### config.mk
export PLATFORM = sky130hd
export DESIGN_NAME = rr_arb_mux_flat
export DESIGN_NICKNAME = d
export VERILOG_FILES = /design/src/rtl/rr_arb_mux_pkg.sv /design/src/rtl/rr_arb_mux_if.sv /design/src/rtl/rr_arbiter.sv /design/src/rtl/rr_arb_mux.sv /design/src/flat_wrapper.sv
export SDC_FILE = /design/constraint.sdc
export NUM_CORES = 1
export LEC_CHECK = 0
export BUFFER_PORTS_ARGS = -buffer_cell sky130_fd_sc_hd__buf_2
export CORE_MARGIN = 5
export CORE_UTILIZATION = 35
export CTS_CLUSTER_DIAMETER = 150
export CTS_CLUSTER_SIZE = 25
export DETAILED_ROUTE_END_ITERATION = 10
export GPL_TIMING_DRIVEN = 0
export HOLD_SLACK_MARGIN = 0.1
export PLACE_DENSITY = 0.56
export SLEW_MARGIN = 20
export SYNTH_ARGS = -nofsm -noshare
export SYNTH_HDL_FRONTEND = slang
export SYNTH_HIERARCHICAL = 1
export SYNTH_SLANG_ARGS = --single-unit
### constraint.sdc
create_clock -name Clk -period 3.8 [get_ports Clk]
set_clock_uncertainty 0.1 [all_clocks]
set_input_delay 0.38 -clock Clk [delete_from_list [all_inputs] [get_ports Clk]]
set_output_delay 0.38 -clock Clk [all_outputs]
set_load 0.05 [all_outputs]
### src/rtl/rr_arb_mux_pkg.sv
// Shared constants and helpers for the rr_arb_mux arbitrated selector.
// Optional build macro RR_ARB_MUX_FIXED_PRIO_EN selects fixed-priority grant.
package rr_arb_mux_pkg;

    localparam int MAX_CH = 16;

    // Channel index width: clog2 of the channel count, never narrower than 1 bit.
    function automatic int ch_w_f(input int n);
        return (n <= 2) ? 1 : $clog2(n);
    endfunction

endpackage

### src/rtl/rr_arb_mux_if.sv
// Producer/consumer bundle of rr_arb_mux; slave is the mux side, master the environment side.
interface rr_arb_mux_if #(
    parameter int WIDTH  = 5,
    parameter int NUM_CH = 4
);
    import rr_arb_mux_pkg::*;

    localparam int CH_W = ch_w_f(NUM_CH);

    // Handshake: a beat moves on a channel only in a cycle where its valid and ready are both 1;
    // valid must not depend on ready, data must be held while valid is 1 and ready is 0.
    logic [NUM_CH*WIDTH-1:0] in_data;
    logic [NUM_CH-1:0]       in_valid;
    logic [NUM_CH-1:0]       in_ready;
    logic [WIDTH-1:0]        out_data;
    logic [CH_W-1:0]         out_ch;
    logic                    out_valid;
    logic                    out_ready;

    modport slave (
        input  in_data, in_valid, out_ready,
        output in_ready, out_data, out_ch, out_valid
    );

    modport master (
        output in_data, in_valid, out_ready,
        input  in_ready, out_data, out_ch, out_valid
    );

endinterface

### src/rtl/rr_arbiter.sv
// Combinational grant over a request vector: round-robin from ptr by default,
// lowest-index-wins when RR_ARB_MUX_FIXED_PRIO_EN is defined (no ptr port then).
module rr_arbiter
    import rr_arb_mux_pkg::*;
#(
    parameter  int NUM_CH = 4,
    localparam int CH_W   = ch_w_f(NUM_CH)
) (
    input  logic [NUM_CH-1:0] req,
`ifndef RR_ARB_MUX_FIXED_PRIO_EN
    input  logic [CH_W-1:0]   ptr,
`endif
    output logic [NUM_CH-1:0] gnt,
    output logic [CH_W-1:0]   gnt_idx,
    output logic              gnt_any
);

    logic [CH_W:0]   sum;
    logic [CH_W-1:0] idx;

    always_comb begin
        gnt     = '0;
        gnt_idx = '0;
        gnt_any = 1'b0;
        sum     = '0;
        idx     = '0;
        for (int i = 0; i < NUM_CH; i++) begin
`ifdef RR_ARB_MUX_FIXED_PRIO_EN
            idx = CH_W'(i);
`else
            // Candidate i positions past the pointer, wrapped into 0..NUM_CH-1.
            sum = {1'b0, ptr} + (CH_W+1)'(i);
            if (sum >= (CH_W+1)'(NUM_CH)) begin
                sum = sum - (CH_W+1)'(NUM_CH);
            end
            idx = sum[CH_W-1:0];
`endif
            if (!gnt_any && req[idx]) begin
                gnt_any  = 1'b1;
                gnt[idx] = 1'b1;
                gnt_idx  = idx;
            end
        end
    end

endmodule

### src/rtl/rr_arb_mux.sv
// N-to-1 arbitrated selector with a one-entry registered output (1-cycle latency, full rate).
// Build macro RR_ARB_MUX_FIXED_PRIO_EN swaps round-robin for fixed lowest-index priority.
module rr_arb_mux
    import rr_arb_mux_pkg::*;
#(
    parameter int WIDTH  = 5,
    parameter int NUM_CH = 4
) (
    input logic         Clk,
    input logic         Rst_n,
    rr_arb_mux_if.slave bus
);

    localparam int CH_W = ch_w_f(NUM_CH);

    if (NUM_CH < 1 || NUM_CH > MAX_CH) begin : g_bad_num_ch
        $error("rr_arb_mux: NUM_CH must be within 1..16");
    end

    logic [NUM_CH-1:0] gnt;
    logic [CH_W-1:0]   gnt_idx;
    logic              gnt_any;
    logic              load_ok;
    logic              xfer;
    logic [WIDTH-1:0]  sel_data;

    logic              out_valid_q, out_valid_d;
    logic [WIDTH-1:0]  out_data_q,  out_data_d;
    logic [CH_W-1:0]   out_ch_q,    out_ch_d;
`ifndef RR_ARB_MUX_FIXED_PRIO_EN
    logic [CH_W-1:0]   ptr_q,       ptr_d;
`endif

    rr_arbiter #(.NUM_CH(NUM_CH)) u_arb (
        .req     (bus.in_valid),
`ifndef RR_ARB_MUX_FIXED_PRIO_EN
        .ptr     (ptr_q),
`endif
        .gnt     (gnt),
        .gnt_idx (gnt_idx),
        .gnt_any (gnt_any)
    );

    always_comb begin
        sel_data = '0;
        for (int i = 0; i < NUM_CH; i++) begin
            if (gnt[i]) begin
                sel_data = bus.in_data[i*WIDTH +: WIDTH];
            end
        end
    end

    assign load_ok = !out_valid_q || bus.out_ready;
    assign xfer    = gnt_any && load_ok;

    // Ready is held low while reset is asserted so nothing looks accepted during reset.
    assign bus.in_ready  = gnt & {NUM_CH{load_ok && Rst_n}};
    assign bus.out_valid = out_valid_q;
    assign bus.out_data  = out_data_q;
    assign bus.out_ch    = out_ch_q;

    always_comb begin
        out_valid_d = out_valid_q;
        out_data_d  = out_data_q;
        out_ch_d    = out_ch_q;
        if (out_valid_q && bus.out_ready) begin
            out_valid_d = 1'b0;
        end
        if (xfer) begin
            out_valid_d = 1'b1;
            out_data_d  = sel_data;
            out_ch_d    = gnt_idx;
        end
    end

`ifndef RR_ARB_MUX_FIXED_PRIO_EN
    always_comb begin
        ptr_d = ptr_q;
        if (xfer) begin
            ptr_d = (gnt_idx == CH_W'(NUM_CH-1)) ? '0 : gnt_idx + 1'b1;
        end
    end
`endif

    always_ff @(posedge Clk or negedge Rst_n) begin
        if (!Rst_n) begin
            out_valid_q <= 1'b0;
            out_data_q  <= '0;
            out_ch_q    <= '0;
`ifndef RR_ARB_MUX_FIXED_PRIO_EN
            ptr_q       <= '0;
`endif
        end else begin
            out_valid_q <= out_valid_d;
            out_data_q  <= out_data_d;
            out_ch_q    <= out_ch_d;
`ifndef RR_ARB_MUX_FIXED_PRIO_EN
            ptr_q       <= ptr_d;
`endif
        end
    end

endmodule
### src/flat_wrapper.sv
// flat-port wrapper written by rule: the top's interface ports become plain ports
module rr_arb_mux_flat import rr_arb_mux_pkg::*;
#(
    parameter int WIDTH  = 5,
    parameter int NUM_CH = 4
)
  (Clk, Rst_n, bus_in_data, bus_in_valid, bus_out_ready, bus_in_ready, bus_out_data, bus_out_ch, bus_out_valid);
  rr_arb_mux_if #(.WIDTH(WIDTH), .NUM_CH(NUM_CH)) bus_i ();
  input logic Clk;
  input logic Rst_n;
  input wire logic [$bits(bus_i.in_data)-1:0] bus_in_data;
  input wire logic [$bits(bus_i.in_valid)-1:0] bus_in_valid;
  input wire logic [$bits(bus_i.out_ready)-1:0] bus_out_ready;
  output wire logic [$bits(bus_i.in_ready)-1:0] bus_in_ready;
  output wire logic [$bits(bus_i.out_data)-1:0] bus_out_data;
  output wire logic [$bits(bus_i.out_ch)-1:0] bus_out_ch;
  output wire logic [$bits(bus_i.out_valid)-1:0] bus_out_valid;
  assign bus_i.in_data = bus_in_data;
  assign bus_i.in_valid = bus_in_valid;
  assign bus_i.out_ready = bus_out_ready;
  assign bus_in_ready = bus_i.in_ready;
  assign bus_out_data = bus_i.out_data;
  assign bus_out_ch = bus_i.out_ch;
  assign bus_out_valid = bus_i.out_valid;
  rr_arb_mux #(.WIDTH(WIDTH), .NUM_CH(NUM_CH)) u_core (.Clk(Clk), .Rst_n(Rst_n), .bus(bus_i));
endmodule
* Word level (Yosys, flattened, before mapping)
Cells that the tools add are included.
** Storage, ports and cells
- Logic and storage cells :: 84
- Output and inout port bits :: 12
- Register bits :: 10
- Bits of input ports :: 27
** Operators by class
- Bitwise operators :: 4
- Reduce and logical (&&, ||, !) cells :: 16
- Magnitude comparators :: 12
- $add $sub $neg :: 8
- Multiplexer cells :: 39
- Eq/ne operators :: 1
** Operators by type and width (number)
- 5-bit 2-to-1 mux :: 4
- 2-bit 2-to-1 mux :: 9
- 4-bit 2-to-1 mux :: 4
- 1-bit 2-to-1 mux :: 14
- 2-bit by 3-bit less-than comparator with 1-bit output (second input constant) :: 4
- 4-bit OR :: 3
- 1-bit logical AND :: 10
- 3-bit >= comparator (second input constant) :: 3
- 1-bit binary-select mux with 2-bit select :: 4
- 1-bit demux with 2-bit select :: 4
- 2-bit by 1-bit >= comparator with 1-bit output (second input constant) :: 4
- 2-bit by 1-bit subtractor with 2-bit output (second input constant) :: 4
- 2-bit by 2-bit adder with 3-bit output (second input constant) :: 2
- 4-bit bitwise AND :: 1
- 1-bit zero test :: 4
- 2-bit by 1-bit adder with 3-bit output (second input constant) :: 1
- 2-bit by 3-bit >= comparator with 1-bit output (second input constant) :: 1
- 2-bit by 1-bit adder with 2-bit output (second input constant) :: 1
- 2-bit equality test (second input constant) :: 1
- 2-bit nonzero test :: 1
- 1-bit logical OR :: 1

* Longest topological paths before layout
Gate-level depths: netlist of run 1.
- Word-level depth :: 18
- Gate-level depth with buffers :: 12
- Mapped depth without buffers :: 9

* By module
The synthesis of run 1 kept the hierarchy.
** By module, submodules not included
- rr_arb_mux :: instances 1, area an instance 610.6 um2, cells each 59, sequential area each 250.2 um2
- rr_arbiter :: instances 1, area an instance 421.7 um2, cells each 45, sequential area each 0.0 um2

* Least setup slack after synthesis of run 1
OpenSTA, ideal clock, no wires.
- Path kind :: reg2out
- Start point :: register u_core.ptr_q[0]
- End point :: output port bus_in_ready[3]
- Arrival :: 2.708 ns
- Stages on the path, launching flop included :: 11
- Data required time :: 3.320 ns
- Path buffers :: 3
- Path slack :: 0.612 ns
- Cell sequence :: dfrtp_1 -> buf_6 -> inv_1 -> ha_1 -> mux4_2 -> buf_6 -> nor4b_4 -> a22oi_1 -> o21ai_0 -> clkbuf_1 -> and3_1
** On the way
- Word-level cells in the longest chain between the ends :: 15
- Elaborated cells between the ends (all ways) :: 60
- Those cells by class :: add/sub: 7; order compare: 12; mux: 27; bitwise: 4; reduce/logical: 10
** RTL lines
- start, declared :: line rr_arb_mux.sv:31 : logic [CH_W-1:0] ptr_q, ptr_d;
- start signal, assigned :: line rr_arb_mux.sv:98 : ptr_q <= ptr_d;
- parallel branches: the longest is 13 deep, another holds 2-bit by 1-bit adder with 3-bit output
- 4-bit 2-to-1 mux (*) :: line rr_arbiter.sv:38 : if (!gnt_any && req[idx]) begin
- net u_core.gnt[3] :: line rr_arb_mux.sv:20 : logic [NUM_CH-1:0] gnt;
- 4-bit bitwise AND (*) :: line rr_arb_mux.sv:57 : assign bus.in_ready = gnt & {NUM_CH{load_ok && Rst_n}};
- end, declared :: line flat_wrapper.sv:14 : output wire logic [$bits(bus_i.in_ready)-1:0] bus_in_ready;
Mark *: on every way through the listed nets, which the timed path passes. The select of a mux whose other input is x is not followed.

* Worst setup path after layout of run 1
- Start point :: register u_core.ptr_q[1]
- End point :: output port bus_in_ready[3]
Same word-level chain as after synthesis.

==> summary.md, run 1 <==
| Metric | Value |
|---|---|
| Drt wl/cell | between 10 and 15 um |
| Fmax | about 0.28 GHz |
| Status | finished, final reports clean |
| CTS Buffer Depth | 2 |
| Row count | 19 |
| Slew Limit Fails | 0 |
| Post-synthesis instance area | 0.00103 sq mm |
| Final Net Count | around 180 |
| Reg2Reg Setup Slack | 520 ps |
| Post-synth top cells | dfrtp_1 (10), a22oi_1 (8), nand2b_1 (8) |
| Share of flip-flops with an asynchronous set or reset | between 90% and 100% |
| Vias after detailed routing | a little under 1k |
| Worst setup path startpoint | u_core/ptr_q[1] |
| Final min period | 3630 ps |
| Fin Hold WS | 334 ps |
| CP peak stage delay | between 500 and 600 ps |
| Met3 Use GR | between 5 and 6% |
| Top-level I/O count | 39 |
| Critical Path AT | 3150 ps |
| Total gr overflow | 0 |
| Clock Pin Slew Worst Setup and Hold Paths | roughly 60 ps |
| Comb power frac | roughly four fifths |
| WP data required | ~3300 ps |
| Yosys top cell area share | between 20 and 25% |
| Initial Util | 37.1% |
| Post-CTS Setup Inserts | 0 |
| CP Max Fanout | 10 |
| Chip Width | 64.3 um |
| Vias/cell | 5.40 |
| GRT Total Usage | a little over an eighth |
| Switching power total | a little over 0.7 mW |
| Post-DP HPWL | 2.15 mm |
| RR Startpoint | u_core/ptr_q[1] |
| Met2 Use GR | a little over a fifth |
| Iteration-0 DRC count of the detailed router | 42 |
| Post-Place Setup Slack | 302 ps |
| HP Class | in2reg |
| Register bit count reported by yosys | 10 |
| DRC | 0 |
| Post-route clock period utilization | 95.4% |
| CTS tree | yes |
| Static Leak | approximately 0.65 nW |
| Worst setup path class | reg2out |
| Area grow syn2layout | 26.8% |
| Worst R2R End | u_core/bus.out_data[1] |
| Critical path launch point type | register |
| Total power | about 1.4 mW |
| Largest net degree at the start of global routing | 15 |
| Rel. slew slack | 66.6% |
| Mapped Nets | 137 |
| First-pass GRT wire length | 4.50 mm |
| Slowest-stage cell, CP | dfrtp_1 |
| Synth warn | 6 |
| Prevailing post-synth register cell | dfrtp_1 |
| Setup_tns | 0 ps |
| Max_cap viols | 0 |
| Number of global-route vias before repair | a little under 1k |
| Initial antenna violation count | 0 |
| Largest cells by area after synthesis | dfrtp_1 (24%), ha_1 (7.3%), a22oi_1 (5.8%) |
| Seq/Total Area, Yosys | 24.2% |
| M1 GR Usage | 16.6% |
| Root buffer cell | clkbuf_4 |
| Delay-heaviest family, CP | buffers and inverters |
| Mean Syn Cell Area | 9.93 sq um |
| Internal Power | around 0.66 mW |
| Total power per unit cell area | 1050 mW/mm^2 |
| Hold Path Cell Cnt | 3 |
| Skew-Pair Late Insertion Delay | 260 ps |
| Clock power share | 6.7% |
| H-tree levels | 1 |
| Hold path start | bus_in_data[4] |
| Most common cell in the netlist | dfrtp_1 |
| Port Buffer Count | 38 |
| Count of cell types in the netlist | 37 |
| Antenna cells | 0 |
| Core area | ~0.0028 sq mm |
| Net Sw Frac | 51.6% |
| Die height | 64.3 um |
| Post-synth EDFFs | 0 |
| Cell count after synthesis | 104 |
| Slew @ Worst Pin | 496 ps |
| Crit-path cells | inv_1 -> ha_1 -> mux4_2 -> buf_6 -> nor4b_4 -> a22oi_1 -> o21ai_0 -> clkbuf_2 -> and3_1 -> buf_2 |
| # setup viols final | 0 |
| Total wire length | 2.67 mm |
| Antenna-violating nets left | 0 |
| Worst Hold End | u_core/bus.out_data[4] |
| Peak supply drop | 0.584 mV |
| Die ar. | 0.00414 sq mm |
| Fill cells | 288 |
| Unrepaired setup endpoints after global routing | no |
| DRT Pass-1 Iters | 4 |
| CP Buf/Inv Count | 4 |
| Sequential share of power | approximately 15% |
| Biggest area consumer among synthesized cells | dfrtp_1 |
| Final setup margin | 173 ps |
| Gr busiest metal | met2 |
| Total CTS buffers | 3 |
| CP Capture Type | output pin |
| Share of cells above drive strength 1 | 40.1% |
| Routability Congestion | between 0.7 and 0.8 |
| Final Hold Fails | 0 |
| Sink Count | 10 |
| Worst Reg-to-Reg Cells | 11 |
==> worst max path at each step <==
stage | endpoint | slack [ps] | depth (start not counted)
CTS | bus_in_ready[3] | 8 | 10
floorplan | bus_in_ready[3] | 610 | 10
global route | bus_in_ready[3] | 20 | 11
global placement | bus_in_ready[3] | 340 | 11
detailed placement | bus_in_ready[3] | 300 | 11
finish | bus_in_ready[3] | 170 | 10
==> power by group through the flow <==
stage | logic [mW] | clock network (mW) | registers [mW]
finish | 1.07 | 0.0915 | 0.203
global route | 1.18 | 0.104 | 0.209
CTS | 1.07 | 0.0957 | 0.204
detailed placement | 1.07 | 0 | 0.205
global placement | 1.05 | 0 | 0.203
floorplan | 0.727 | 0 | 0.326
==> cells in the final DEF (no fill, tap or decap), types with 2 or more instances in the layout <==
master and count:
a211oi_1 4, a21o_1 4, a21oi_1 2, a22oi_1 8
and3_1 4, and3b_1 4, buf_2 40, buf_6 2
clkbuf_4 3, dfrtp_1 10, ha_1 6, inv_1 4
mux2_2 5, mux2i_1 2, mux4_1 2, mux4_2 2
nand2b_1 8, nand3_1 4, nor2_1 4, o21ai_0 4
o2bb2ai_1 4
==> state kept, by name, summed over array words and instances (netlist names) <==
| name | flops |
|---|---|
| u_core/bus.out_data | 5 |
| u_core/bus.out_ch | 2 |
| u_core/ptr_q | 2 |
| u_core/bus.out_valid | 1 |
==> cell families (layout without fill, tap and decap cells) <==
| family | count (synthesis) | after routing | share of synthesized area, % |
|---|---|---|---|
| and+or+nand+nor | 33 | 33 | 21.3 |
| muxes | 11 | 11 | 16.8 |
| AOI/OAI and AO/OA | 33 | 33 | 24.2 |
| buffers and inverters | 11 | 54 | 6.06 |
| adders and majority gates | 6 | 6 | 7.27 |
| DFF | 10 | 10 | 24.2 |
==> final cells by class <==
class                      count  area [sq um]  area share (%)
tap                           31          38.8            2.96
clock buffer                   4          36.3            2.77
multi-input combinational     83           719            55.0
sequential                    10           250            19.1
inverter                       4          15.0            1.15
buffer                         7          48.8            3.73
timing repair buffer          39           200            15.3
==> metal layers <==
metal	vias to the layer above	wire [um]	share of wire, %
met5	-	0	0
met4	0	0	0
met3	0	215	8.1
met2	26	1250	47
met1	444	1200	45
li1	491	-	-
==> through the flow <==
| step | cells | util, % | cell area, sq um |
|---|---|---|---|
| global placement | 173 | 45.3 | 1260 |
| floorplan | 104 | - | 1030 |
| CTS | 178 | 47.0 | 1310 |
| detailed placement | 173 | 45.3 | 1260 |
| global route | 178 | 47.1 | 1310 |
| finish | 178 | 47.1 | 1310 |
==> worst reg2reg max path, delay by kind of cell, from the launching register on <==
family	cells	cell delay, ps
compound gates	4	680
fa+ha+maj	1	390
buf+inv	3	550
flops	1	530
mux	1	330
simple gates	2	580
==> repair_timing <==
| item | in CTS | in global routing |
|---|---|---|
| hold buffers | 1 | 0 |
| endpoints found under the hold margin | 10 | 0 |
| gates resized for setup | 0 | 3 |
| endpoints found under the setup margin | 0 | 2 |
Power figures use the tool's default switching activity.
==> run 2: changes to the inputs <==
==> constraint.sdc (replaced) <==
create_clock -name Clk -period 3.8 [get_ports Clk]
set_clock_uncertainty 0.1 [all_clocks]
set_input_delay 0.57 -clock Clk [delete_from_list [all_inputs] [get_ports Clk]]
set_output_delay 0.57 -clock Clk [all_outputs]
set_load 0.05 [all_outputs]
==> run 2 against run 1 <==
Against the previous run: non-clock buffer count is 3 higher; wire length is 1.4% higher; combinational power is 5% higher; critical endpoint is now bus_in_ready[2]; clock power hardly changed; die area stayed put; sequential cell count stayed put; critical path depth is 1 higher; cell count is 1.7% higher.
==> summary.md, run 2 (synthesis gave the netlist of run 1 again) <==
| Metric | Value |
|---|---|
| Status | finished, final reports clean |
| Total gr overflow | 0 |
| Slowest-stage cell, CP | dfrtp_2 |
| Crit-path cells | buf_6 -> inv_1 -> ha_1 -> mux4_2 -> buf_6 -> nor4b_4 -> a22oi_1 -> o21ai_0 -> buf_4 -> and3_1 -> clkbuf_4 |
| Fill cells | approximately 280 |
| Clock Pin Slew Worst Setup and Hold Paths | 60 ps |
| Largest net degree at the start of global routing | 15 |
| CTS tree | yes |
| Die ar. | 0.00414 sq mm |
| H-tree levels | 1 |
| Root buffer cell | clkbuf_4 |
| Total power per unit cell area | 1050 mW/mm^2 |
| Share of cells above drive strength 1 | 43.3% |
| Port Buffer Count | 38 |
| WP data required | 3130 ps |
| Peak supply drop | 0.585 mV |
| Antenna cells | 0 |
| Vias/cell | 5.48 |
| Critical path launch point type | register |
| Final Hold Fails | 0 |
| Drt wl/cell | around 15 um |
| Final min period | 3660 ps |
| CP peak stage delay | 420 ps |
| Clock power share | 6.5% |
| Total wire length | 2.70 mm |
| Max FFs per register | 5 |
| Multi-input logic area | 723 sq um |
| Post-DP HPWL | 2.15 mm |
| Worst Reg-to-Reg Cells | 13 |
| Top-level I/O count | 39 |
| HP Class | reg2reg |
| Internal Power | 0.699 mW |
| Chip Width | between 60 and 70 um |
| Initial antenna violation count | 0 |
| CTS Buffer Depth | 2 |
| Cell repeated most along the worst path | buf_6 |
| Number of global-route vias before repair | 982 |
| Worst setup path class | reg2out |
| CP Max Fanout | 10 |
| Core area | 0.00278 sq mm |
| Static Leak | between 0.6 and 0.7 nW |
| Final Net Count | between 150 and 200 |
| Fmax | ~0.27 GHz |
| Post-route clock period utilization | 96.4% |
| Comb power frac | roughly four fifths |
| Commonest non-fill, non-tap cell in the layout | buf_2 |
| Net Sw Frac | 50.5% |
| Skew-Pair Late Insertion Delay | between 200 and 300 ps |
| Reg area | 253 sq um |
| Rel. slew slack | 66.4% |
| Sequential share of power | 14.5% |
| Slew Limit Fails | 0 |
| Initial Util | 37.1% |
| Area grow syn2layout | 30.3% |
| Critical Path AT | 2990 ps |
| Antenna-violating nets left | 0 |
| Max_cap viols | 0 |
| Row count | 19 |
| Iteration-0 DRC count of the detailed router | 41 |
| Switching power total | 0.715 mW |
| Routability Congestion | 0.748 |
| Most frequent cells in the layout | buf_2 (38), nand2b_1 (8), dfrtp_1 (8), a22oi_1 (8), ha_1 (6) |
| CP Capture Type | output pin |
| Hold Path Cell Cnt | 1 |
| Die height | 64.3 um |
| # setup viols final | 0 |
| Total CTS buffers | 3 |
| DRC | 0 |
| Slew @ Worst Pin | 500 ps |
| Total power | 1.41 mW |
| Vias after detailed routing | 992 |
| Fin Hold WS | approximately 390 ps |
| Setup_tns | 0 ps |
| Sink Count | 10 |
| First-pass GRT wire length | 4.50 mm |
| GRT Total Usage | 13.2% |
| Post-layout util | 48.4% |
| DRT Pass-1 Iters | 4 |
## run 2: stage by stage
step	std cells	setup WS, ps	instance area, sq um
6_report	181	136	1350
5_1_grt	181	-5.65	1350
4_1_cts	178	1.54	1310
3_5_place_dp	173	112	1260
3_3_place_gp	173	152	1260
2_1_floorplan	104	422	1030
## run 2: metal layers
| layer | GRT usage [%] | wire, um |
|---|---|---|
| met1 | 16.6 | 1170 |
| met2 | 21.5 | 1310 |
| met3 | 5.08 | 225 |
| met4 | 2.54 | 0 |
| met5 | 0 | 0 |
## run 2: what timing repair did
action,in CTS,in global routing
hold endpoints to repair,10,0
gates cloned,0,0
gates resized for setup,4,5
buffers inserted,0,3
endpoints found under the setup margin,3,4
hold buffers,1,0
pin swaps,0,1
## run 2: power groups by stage
stage          Combinational, mW  Clock [mW]  Sequential, mW
2_1_floorplan              0.727           0           0.326
3_3_place_gp                1.05           0           0.203
3_5_place_dp                1.07           0           0.205
4_1_cts                     1.08      0.0957           0.205
5_1_grt                     1.23       0.104           0.211
6_report                    1.12      0.0915           0.205
## run 2: final timing paths
check / startpoint / end / slack (ps)
max in group asynchronous: Rst_n / u_core/ptr_q[1] / 2750
worst min-delay path: u_core/bus.out_data[1] / u_core/bus.out_data[1] / 390
worst max register to register: u_core/ptr_q[0] / u_core/bus.out_data[1] / 500
min in group asynchronous: Rst_n / u_core/bus.out_data[3] / 610
worst min register to register: u_core/bus.out_data[1] / u_core/bus.out_data[1] / 390
worst max-delay path: u_core/ptr_q[0] / bus_in_ready[2] / 140
## run 2: final cells by class
class	instances	area share [%]
buffer	7	3.81
inverter	4	1.12
timing repair buffer	42	16.9
clock buffer	4	2.70
sequential	10	18.8
multi-input combinational	83	53.8
tap	31	2.88
## run 2: worst max-delay path, delay by kind of cell (launching register included)
| kind | cells | cell delay [ps] |
|---|---|---|
| compound gates | 2 | 280 |
| simple gates | 2 | 530 |
| flops | 1 | 420 |
| mux | 1 | 330 |
| buf+inv | 5 | 810 |
| fa+ha+maj | 1 | 360 |
